File: config.mk
export PLATFORM = sky130hd
export DESIGN_NAME = systolic_a_feeder
export DESIGN_NICKNAME = d
export VERILOG_FILES = /design/src/rtl/systolic_pkg.sv /design/src/rtl/skew_row.sv /design/src/rtl/systolic_a_feeder.sv
export SDC_FILE = /design/constraint.sdc
export NUM_CORES = 2
export LEC_CHECK = 0
export ABC_AREA = 1
export BUFFER_PORTS_ARGS = -buffer_cell sky130_fd_sc_hd__buf_2
export CAP_MARGIN = 10
export CORE_ASPECT_RATIO = 1.25
export CORE_UTILIZATION = 60
export DETAILED_ROUTE_END_ITERATION = 16
export GPL_ROUTABILITY_DRIVEN = 0
export PLACE_DENSITY_LB_ADDON = 0.3
export SETUP_SLACK_MARGIN = 0.15
export SKIP_CTS_REPAIR_TIMING = 1
export SLEW_MARGIN = 15
export SYNTH_ARGS = -nofsm -noshare
export SYNTH_HDL_FRONTEND = slang
export SYNTH_HIERARCHICAL = 1
export SYNTH_SLANG_ARGS = --single-unit
export TNS_END_PERCENT = 30
File: constraint.sdc
create_clock -name clk -period 2.6 [get_ports clk]
set_clock_uncertainty 0.2 [all_clocks]
set_input_delay 0.65 -clock clk [delete_from_list [all_inputs] [get_ports clk]]
set_output_delay 0.65 -clock clk [all_outputs]
set_load 0.01 [all_outputs]
File: src/rtl/systolic_pkg.sv
// Shared defaults and feeder state encoding for the systolic array, tpumac and operand feeders.
// No logic; a stream takes stream_steps(DIM) enabled edges.
package systolic_pkg;

    localparam int BITS_AB_DEF = 8;
    localparam int DIM_DEF     = 8;

    typedef enum logic {
        IDLE   = 1'b0,
        STREAM = 1'b1
    } feeder_state_t;

    function automatic int stream_steps(input int dim);
        return 2 * dim - 1;
    endfunction

endpackage

File: src/rtl/skew_row.sv
// One operand row: DIM-entry parallel-load shift register feeding ROW+1 zero-reset output stages.
// Element k appears on dout ROW+1 shifts after it leaves the register; shift=0 freezes everything.
module skew_row
    import systolic_pkg::*;
#(
    parameter int BITS_AB = BITS_AB_DEF,
    parameter int DIM     = DIM_DEF,
    parameter int ROW     = 0
) (
    input  logic                          clk,
    input  logic                          rst,
    input  logic                          load,
    input  logic                          shift,
    input  logic [DIM-1:0][BITS_AB-1:0]   din,
    output logic [BITS_AB-1:0]            dout
);

    logic [DIM-1:0][BITS_AB-1:0] sh;
    // Stage 0 is the register the array sees for row 0; later stages add the skew.
    logic [ROW:0][BITS_AB-1:0]   chain;

    always_ff @(posedge clk) begin
        if (rst) begin
            sh    <= '0;
            chain <= '0;
        end else if (load) begin
            sh <= din;
        end else if (shift) begin
            for (int i = 0; i < DIM - 1; i++) begin
                sh[i] <= sh[i+1];
            end
            sh[DIM-1] <= '0;
            chain[0]  <= sh[0];
            for (int j = 1; j <= ROW; j++) begin
                chain[j] <= chain[j-1];
            end
        end
    end

    assign dout = chain[ROW];

endmodule

File: src/rtl/systolic_a_feeder.sv
// Holds a DIM x DIM A tile and streams it skewed into the array's left edge over 2*DIM-1 enabled edges.
// en=0 stalls the stream; WrEn/start are only honoured in IDLE.
module systolic_a_feeder
    import systolic_pkg::*;
#(
    parameter int BITS_AB = BITS_AB_DEF,
    parameter int DIM     = DIM_DEF
) (
    input  logic                          clk,
    input  logic                          rst,
    input  logic                          en,
    input  logic                          WrEn,
    input  logic [$clog2(DIM)-1:0]        Crow,
    input  logic [DIM-1:0][BITS_AB-1:0]   Ain,
    input  logic                          start,
    output logic [DIM-1:0][BITS_AB-1:0]   Aout,
    output logic                          busy,
    output logic                          done
);

    localparam int CW = $clog2(DIM);
    localparam int SW = $clog2(2 * DIM);
    localparam logic [SW-1:0] LAST_STEP = SW'(stream_steps(DIM) - 1);

    feeder_state_t   state;
    logic [SW-1:0]   step;
    logic            shift;
    logic [DIM-1:0]  load;

    assign shift = (state == STREAM) && en;

    // Out-of-range Crow matches no row, so the write is dropped.
    always_comb begin
        load = '0;
        if ((state == IDLE) && WrEn) begin
            for (int r = 0; r < DIM; r++) begin
                if (Crow == CW'(r)) begin
                    load[r] = 1'b1;
                end
            end
        end
    end

    always_ff @(posedge clk) begin
        if (rst) begin
            state <= IDLE;
            step  <= '0;
            busy  <= 1'b0;
            done  <= 1'b0;
        end else begin
            done <= 1'b0;
            case (state)
                IDLE: begin
                    if (start) begin
                        state <= STREAM;
                        step  <= '0;
                        busy  <= 1'b1;
                    end
                end
                STREAM: begin
                    if (en) begin
                        if (step == LAST_STEP) begin
                            state <= IDLE;
                            busy  <= 1'b0;
                            done  <= 1'b1;
                        end else begin
                            step <= step + 1'b1;
                        end
                    end
                end
                default: state <= IDLE;
            endcase
        end
    end

    for (genvar r = 0; r < DIM; r++) begin : g_row
        skew_row #(
            .BITS_AB (BITS_AB),
            .DIM     (DIM),
            .ROW     (r)
        ) u_row (
            .clk   (clk),
            .rst   (rst),
            .load  (load[r]),
            .shift (shift),
            .din   (Ain),
            .dout  (Aout[r])
        );
    end

endmodule

Word-level counts from Yosys, hierarchy flattened
Cells that the tools add are included.
W data, S select, Z words.
- register bits after elaboration: 807
- logic and storage cells: 187
- add/sub/neg operators: 1
- eq/ne operators: 12
- muxes and demuxes: 38
- bitwise logic cells: 10
- reductions and logical operators: 22
- operator list (kind ; count):
    $mux W64 ; 16
    $reduce_and A2 Y1 ; 8
    $reduce_bool A2 Y1 ; 8
    $mux W1 ; 15
    $eq A3 B3 Y1 const B ; 4
    $mux W4 ; 3
    $not A1 Y1 ; 10
    $mux W8 ; 1
    $pmux W4 S2 ; 1
    $eq A3 B2 Y1 const B ; 2
    $ne A2 B2 Y1 const B ; 3
    $reduce_and A3 Y1 ; 2
    $add A4 B1 Y4 const B ; 1
    $eq A4 B4 Y1 const B ; 1
    $pmux W1 S2 ; 2
    $eq A3 B1 Y1 const B ; 1
    $logic_not A3 Y1 ; 1
    $reduce_or A3 Y1 ; 1
    $logic_and A1 B1 Y1 ; 2
    $ne A2 B1 Y1 const B ; 1

Logic depth before layout (Yosys ltp)
- depth after elaboration: 5
- depth in mapped cells: 11

Cells and area by module
Netlist, hierarchy kept.
- by module, submodules not included (module ; times used ; cells each ; area an instance (µm²) ; seq. area each (µm²)):
    skew_row (g_row[7].u_row) ; 1 ; 745 ; 5240.0 ; 2562.5
    skew_row (g_row[6].u_row) ; 1 ; 711 ; 4964.8 ; 2402.3
    skew_row (g_row[5].u_row) ; 1 ; 676 ; 4685.7 ; 2242.2
    skew_row (g_row[4].u_row) ; 1 ; 641 ; 4399.2 ; 2082.0
    skew_row (g_row[3].u_row) ; 1 ; 606 ; 4107.7 ; 1921.8
    skew_row (g_row[2].u_row) ; 1 ; 571 ; 3849.9 ; 1761.7
    skew_row (g_row[1].u_row) ; 1 ; 536 ; 3567.2 ; 1601.5
    skew_row (g_row[0].u_row) ; 1 ; 493 ; 3269.4 ; 1441.4
    systolic_a_feeder ; 1 ; 63 ; 400.4 ; 140.1

Worst setup path after synthesis
No wires, ideal clock.
- kind: in2reg
- start: input en
- end: register g_row[5].u_row/sh[1] in the netlist's numbering
- setup time: 0.056 ns
- arrival time: 1.931 ns
- required time: 2.344 ns
- path slack: 0.413 ns
- stages: 8
- path buffers: 1
- path through: nand2_2 > clkinv_2 > nor2_4 > clkbuf_1 > nand2_1 > nand3_1 > nand2_1 > inv_1
- longest elaborated chain between the ends: 2
- ends and longest elaborated chain (element ; line ; text):
    from (decl) ; systolic_a_feeder.sv:11 ; input logic en,
    $logic_and A1 B1 Y1 ; systolic_a_feeder.sv:30 ; assign shift = (state == STREAM) && en;
    net shift ; systolic_a_feeder.sv:27 ; logic shift;
    $reduce_bool A2 Y1 (no source line) ; - ;
    to (signal assigned) ; skew_row.sv:27 ; sh <= din;
    to (signal, indexed assignment) ; skew_row.sv:30 ; sh[i] <= sh[i+1];
    to (decl) ; skew_row.sv:18 ; logic [DIM-1:0][BITS_AB-1:0] sh;
The timed path passes the listed nets, and every way through them passes these cells.
A chain may end at the register's enable or synchronous reset.

Worst setup path in the final report
- start: register state
- end: register g_row[4].u_row/chain[22] in the netlist's numbering
- longest elaborated chain between the ends: 5
- elaborated cells on any way between the ends: 6
- ends and longest elaborated chain (element ; line ; text):
    from (decl) ; systolic_a_feeder.sv:25 ; feeder_state_t state;
    from (signal assigned) ; systolic_a_feeder.sv:46 ; state <= IDLE;
    from (signal assigned) ; systolic_a_feeder.sv:55 ; state <= STREAM;
    from (signal assigned) ; systolic_a_feeder.sv:63 ; state <= IDLE;
    $not A1 Y1 (no source line) ; - ;
    $logic_and A1 B1 Y1 ; systolic_a_feeder.sv:35 ; if ((state == IDLE) && WrEn) begin
    $mux W8 ; systolic_a_feeder.sv:35 ;
    net load[4] ; systolic_a_feeder.sv:28 ; logic [DIM-1:0] load;
    $not A1 Y1 (no source line) ; - ;
    $reduce_and A2 Y1 (no source line) ; - ;
    to (signal, indexed assignment) ; skew_row.sv:35 ; chain[j] <= chain[j-1];
    to (decl) ; skew_row.sv:20 ; logic [ROW:0][BITS_AB-1:0] chain;
The timed path passes the listed nets, and every way through them passes these cells.

==> reports/metrics.cfg <==
[status]
outcome = finished clean

[timing]
grt_setup_unrepaired = yes
timing.final.setup_violations = 0
worstMarginPinSlew_ps = 845
final_hold_viol_count = 0
maxSlewHeadroom_pct = 43.7
timing.final.crit_period_ps = 2310
fmaxAchievable_mhz = 433
drv_slew = 0
final.hold.worst_slack_ps = 101
final.period_utilization_pct = 88.8

[cts]
tritoncts.num_buffers = 77
cts.sinks = 807
cts_root_buffer = sky130_fd_sc_hd__clkbuf_16
cts-root-to-sink-buffers = 3
worst_skew_pair_latency_ps = 630
ctsHtreeMaxLevel = 3
cts_tree = done
clk_pin_slew_ps = 60

[layout]
nNetsFinal = 5064
final_util_pct = 67.2
share_of_post_route_cells_with_drive_strength_above_1_pct = 8.45
area.growth.synth_to_final_pct = 9.98

[floorplan]
row_count = 97
ports = 138
die_w_um = 216
std_cell_core_area_um2 = 56400
die_height_um = 270
floorplan.initialDensity_pct = 61.1
die-area_um2 = 58400

[synthesis]
mappedNetlistArea_um2 = 34500
synth_top_family_by_area = simple AND/OR/NAND/NOR gates
netlist_instances = 5042
flops_latches_synth = 807
yosysTopAreaCellShare_pct = 46.8
synth.largest_area_cell = sky130_fd_sc_hd__dfxtp_1
synth.yosys.seq_area_share_pct = 46.8
synthXorXnorAreaFrac_pct = 0
netlist-cell-type-count = 24
synth_compound_area_share_pct = 5.22
postSynthNetCount = 5116
ys_warn_count = 6
synth_top_cells_by_area = sky130_fd_sc_hd__dfxtp_1 47%, sky130_fd_sc_hd__nand2_1 16%, sky130_fd_sc_hd__nand3_1 13%
synthMuxAreaShare_pct = 0
postSynthAreaPerCell_um2 = 6.84
synthAdderAreaFrac_pct = 0.0726
simple_gate_fraction_of_synth_area_pct = 36.1

[power]
intPower_mw = 20.1
net_switching_power_of_the_design_mw = 6.51
portion_of_total_power_attributed_to_the_clock_network_pct = 42.4
power_density_over_the_cells_nw_per_um2 = 701
switching_share_pct = 24.5
worst_ir_drop_vdd_mv = 0.637
seq_power_share_pct = 48.9
power_leakage_nw = 19.0
power.combinational.fraction_pct = 8.7

[detailed_routing]
drt-vias-per-instance = 5.43
detailroute.via_count = 31450
drt-total-wl_um = 94900
detailed_routing_iteration_count_for_the_pre_antenna_repair_pass = 5
dr.first_iter.drc_count = 3778
detail-route-antenna-nets = 0
avgRoutedWirePerCell_um = 16.4
drc_viols = 0

[critical_path]
cp.required_ps = 2950
cp-endpoint = g_row[4].u_row/chain[22]
timing.reg2reg.setup_slack_ps = 290
worstSetupStartpointType = register
capturing_element_type_of_the_critical_path = register
crit-reg2reg-launch = state
regToRegEndpoint = g_row[4].u_row/chain[22]
path_max_fanout = 40
critical_path_class = reg2reg
worstRegToRegCells = 9
data_arrival_time_of_the_critical_path_ps = 2650
startpoint_of_the_worst_setup_timing_path = state

[place]
hpwl_um = 55200
io_buffer_count = 137

[global_routing]
grt_antenna_before_repair = 2
overflow = 0
pin_count_of_the_biggest_net_entering_global_routing = 121
grt_pass1_vias = 28012
grt_first_pass_wirelength_um = 149000
global_route.usage.total_pct = 32.1

[run]
max_cap_violations = 0

[hold_path]
min_path_type = in2reg

==> cell usage in the layout (no fill, tap or decap) <==
master,count
sky130_fd_sc_hd__clkbuf_1,17
sky130_fd_sc_hd__nand3_1,897
sky130_fd_sc_hd__clkinv_2,13
sky130_fd_sc_hd__a21oi_2,1
sky130_fd_sc_hd__inv_16,1
sky130_fd_sc_hd__o21ai_0,205
sky130_fd_sc_hd__nand4_1,1
sky130_fd_sc_hd__a21oi_1,68
sky130_fd_sc_hd__nand2_1,1495
sky130_fd_sc_hd__inv_2,22
sky130_fd_sc_hd__clkbuf_8,16
sky130_fd_sc_hd__buf_12,41
sky130_fd_sc_hd__inv_6,1
sky130_fd_sc_hd__nor2_1,582
sky130_fd_sc_hd__bufinv_16,6
sky130_fd_sc_hd__nand2_2,5
sky130_fd_sc_hd__diode_2,2
sky130_fd_sc_hd__buf_4,86
sky130_fd_sc_hd__ha_1,2
sky130_fd_sc_hd__or2_1,1
sky130_fd_sc_hd__o21ai_1,85
sky130_fd_sc_hd__inv_1,456
sky130_fd_sc_hd__inv_4,1
sky130_fd_sc_hd__dfxtp_1,807
sky130_fd_sc_hd__nand3_2,1
sky130_fd_sc_hd__buf_2,137
sky130_fd_sc_hd__nor2_4,16
sky130_fd_sc_hd__nor3_1,1
sky130_fd_sc_hd__clkbuf_16,79
==> state kept, by name (all words and copies together), names as in the netlist <==
register           cells
g_row.u_row/chain    224
state                  1
g_row.u_row/dout      64
g_row.u_row/sh       512
done                   1
busy                   1
step                   4
==> metal layers <==
| layer | track usage [%] | vias to the layer above | wire length [um] |
|---|---|---|---|
| li1 | - | 15570 | - |
| met1 | 41.8 | 14432 | 38300 |
| met2 | 50.4 | 1187 | 41900 |
| met3 | 4.77 | 257 | 8900 |
| met4 | 18.9 | 4 | 5780 |
| met5 | 0 | - | 23 |
==> area by class of cell <==
cell class,instances,area (um^2)
fillers,4911,18500
diodes,2,5.00
well taps,742,928
multi-input cells,3360,14400
clock inverters,20,254
repair buffers,264,2150
inverters,480,1820
clock buffers,112,2260
flip-flops and latches,807,16200
==> worst max-delay path, cell delays in order (launching register included) <==
cell and delay [ps]:
sky130_fd_sc_hd__dfxtp_1 370, sky130_fd_sc_hd__nor2_1 320, sky130_fd_sc_hd__nand2_1 230, sky130_fd_sc_hd__buf_4 210, sky130_fd_sc_hd__nor2_4 170, sky130_fd_sc_hd__inv_2 110, sky130_fd_sc_hd__nand2_1 180, sky130_fd_sc_hd__buf_12 220
sky130_fd_sc_hd__o21ai_0 90, sky130_fd_sc_hd__nor2_1 130
==> cell usage after synthesis <==
master and number:
sky130_fd_sc_hd__nand2_1 1495, sky130_fd_sc_hd__nand3_1 897, sky130_fd_sc_hd__dfxtp_1 807, sky130_fd_sc_hd__nor2_1 590, sky130_fd_sc_hd__inv_1 456, sky130_fd_sc_hd__buf_2 216
sky130_fd_sc_hd__o21ai_0 205, sky130_fd_sc_hd__buf_4 113, sky130_fd_sc_hd__o21ai_1 85, sky130_fd_sc_hd__a21oi_1 68, sky130_fd_sc_hd__clkbuf_1 41, sky130_fd_sc_hd__inv_2 23
sky130_fd_sc_hd__buf_1 13, sky130_fd_sc_hd__nor2_4 8, sky130_fd_sc_hd__buf_6 7, sky130_fd_sc_hd__clkbuf_2 5, sky130_fd_sc_hd__nand2_2 5, sky130_fd_sc_hd__ha_1 2
sky130_fd_sc_hd__a21oi_2 1, sky130_fd_sc_hd__clkinv_2 1, sky130_fd_sc_hd__nand3_2 1, sky130_fd_sc_hd__nand4_1 1, sky130_fd_sc_hd__nor3_1 1, sky130_fd_sc_hd__or2_1 1
==> stage by stage <==
step	setup WS [ps]	std cells	cell area, um^2	setup TNS (ps)	power [mW]
final	292	5787	37900	0	26.6
after global routing	119	5785	37900	0	27.5
after CTS	237	5785	37900	0	26.7
after detailed placement	-102	5653	35400	-3260	15.5
after global placement	-61.2	5653	35400	-2300	15.5
after floorplan	413	5042	34500	0	14.7
==> logic make-up (layout without fill, tap and decap cells) <==
family	Yosys count	count (layout)
adder cells (fa/ha/maj)	2	2
flip-flops	807	807
buffers and inverters	875	876
AO/OA/AOI/OAI	359	359
other	0	2
AND/OR/NAND/NOR	2999	2999
==> worst min-delay path by stage <==
stage	start	end	slack, ps	cells after the start
after floorplan	g_row[0].u_row/sh[56]	g_row[0].u_row/sh[56]	240	2
after global placement	g_row[5].u_row/sh[61]	g_row[5].u_row/sh[61]	250	2
after detailed placement	g_row[5].u_row/sh[61]	g_row[5].u_row/sh[61]	250	2
after CTS	start	state	100	3
after global routing	start	state	130	3
final	start	state	100	3
==> power by group through the flow <==
stage               sequential [mW]  clock, mW  combinational, mW
floorplan                      13.2          0               1.48
detailed placement             13.3          0               2.27
global route                   13.0       12.0               2.51
finish                         13.0       11.3               2.31
CTS                            13.0       11.4               2.28
global placement               13.2          0               2.24
(Power assumes the default switching activity.)
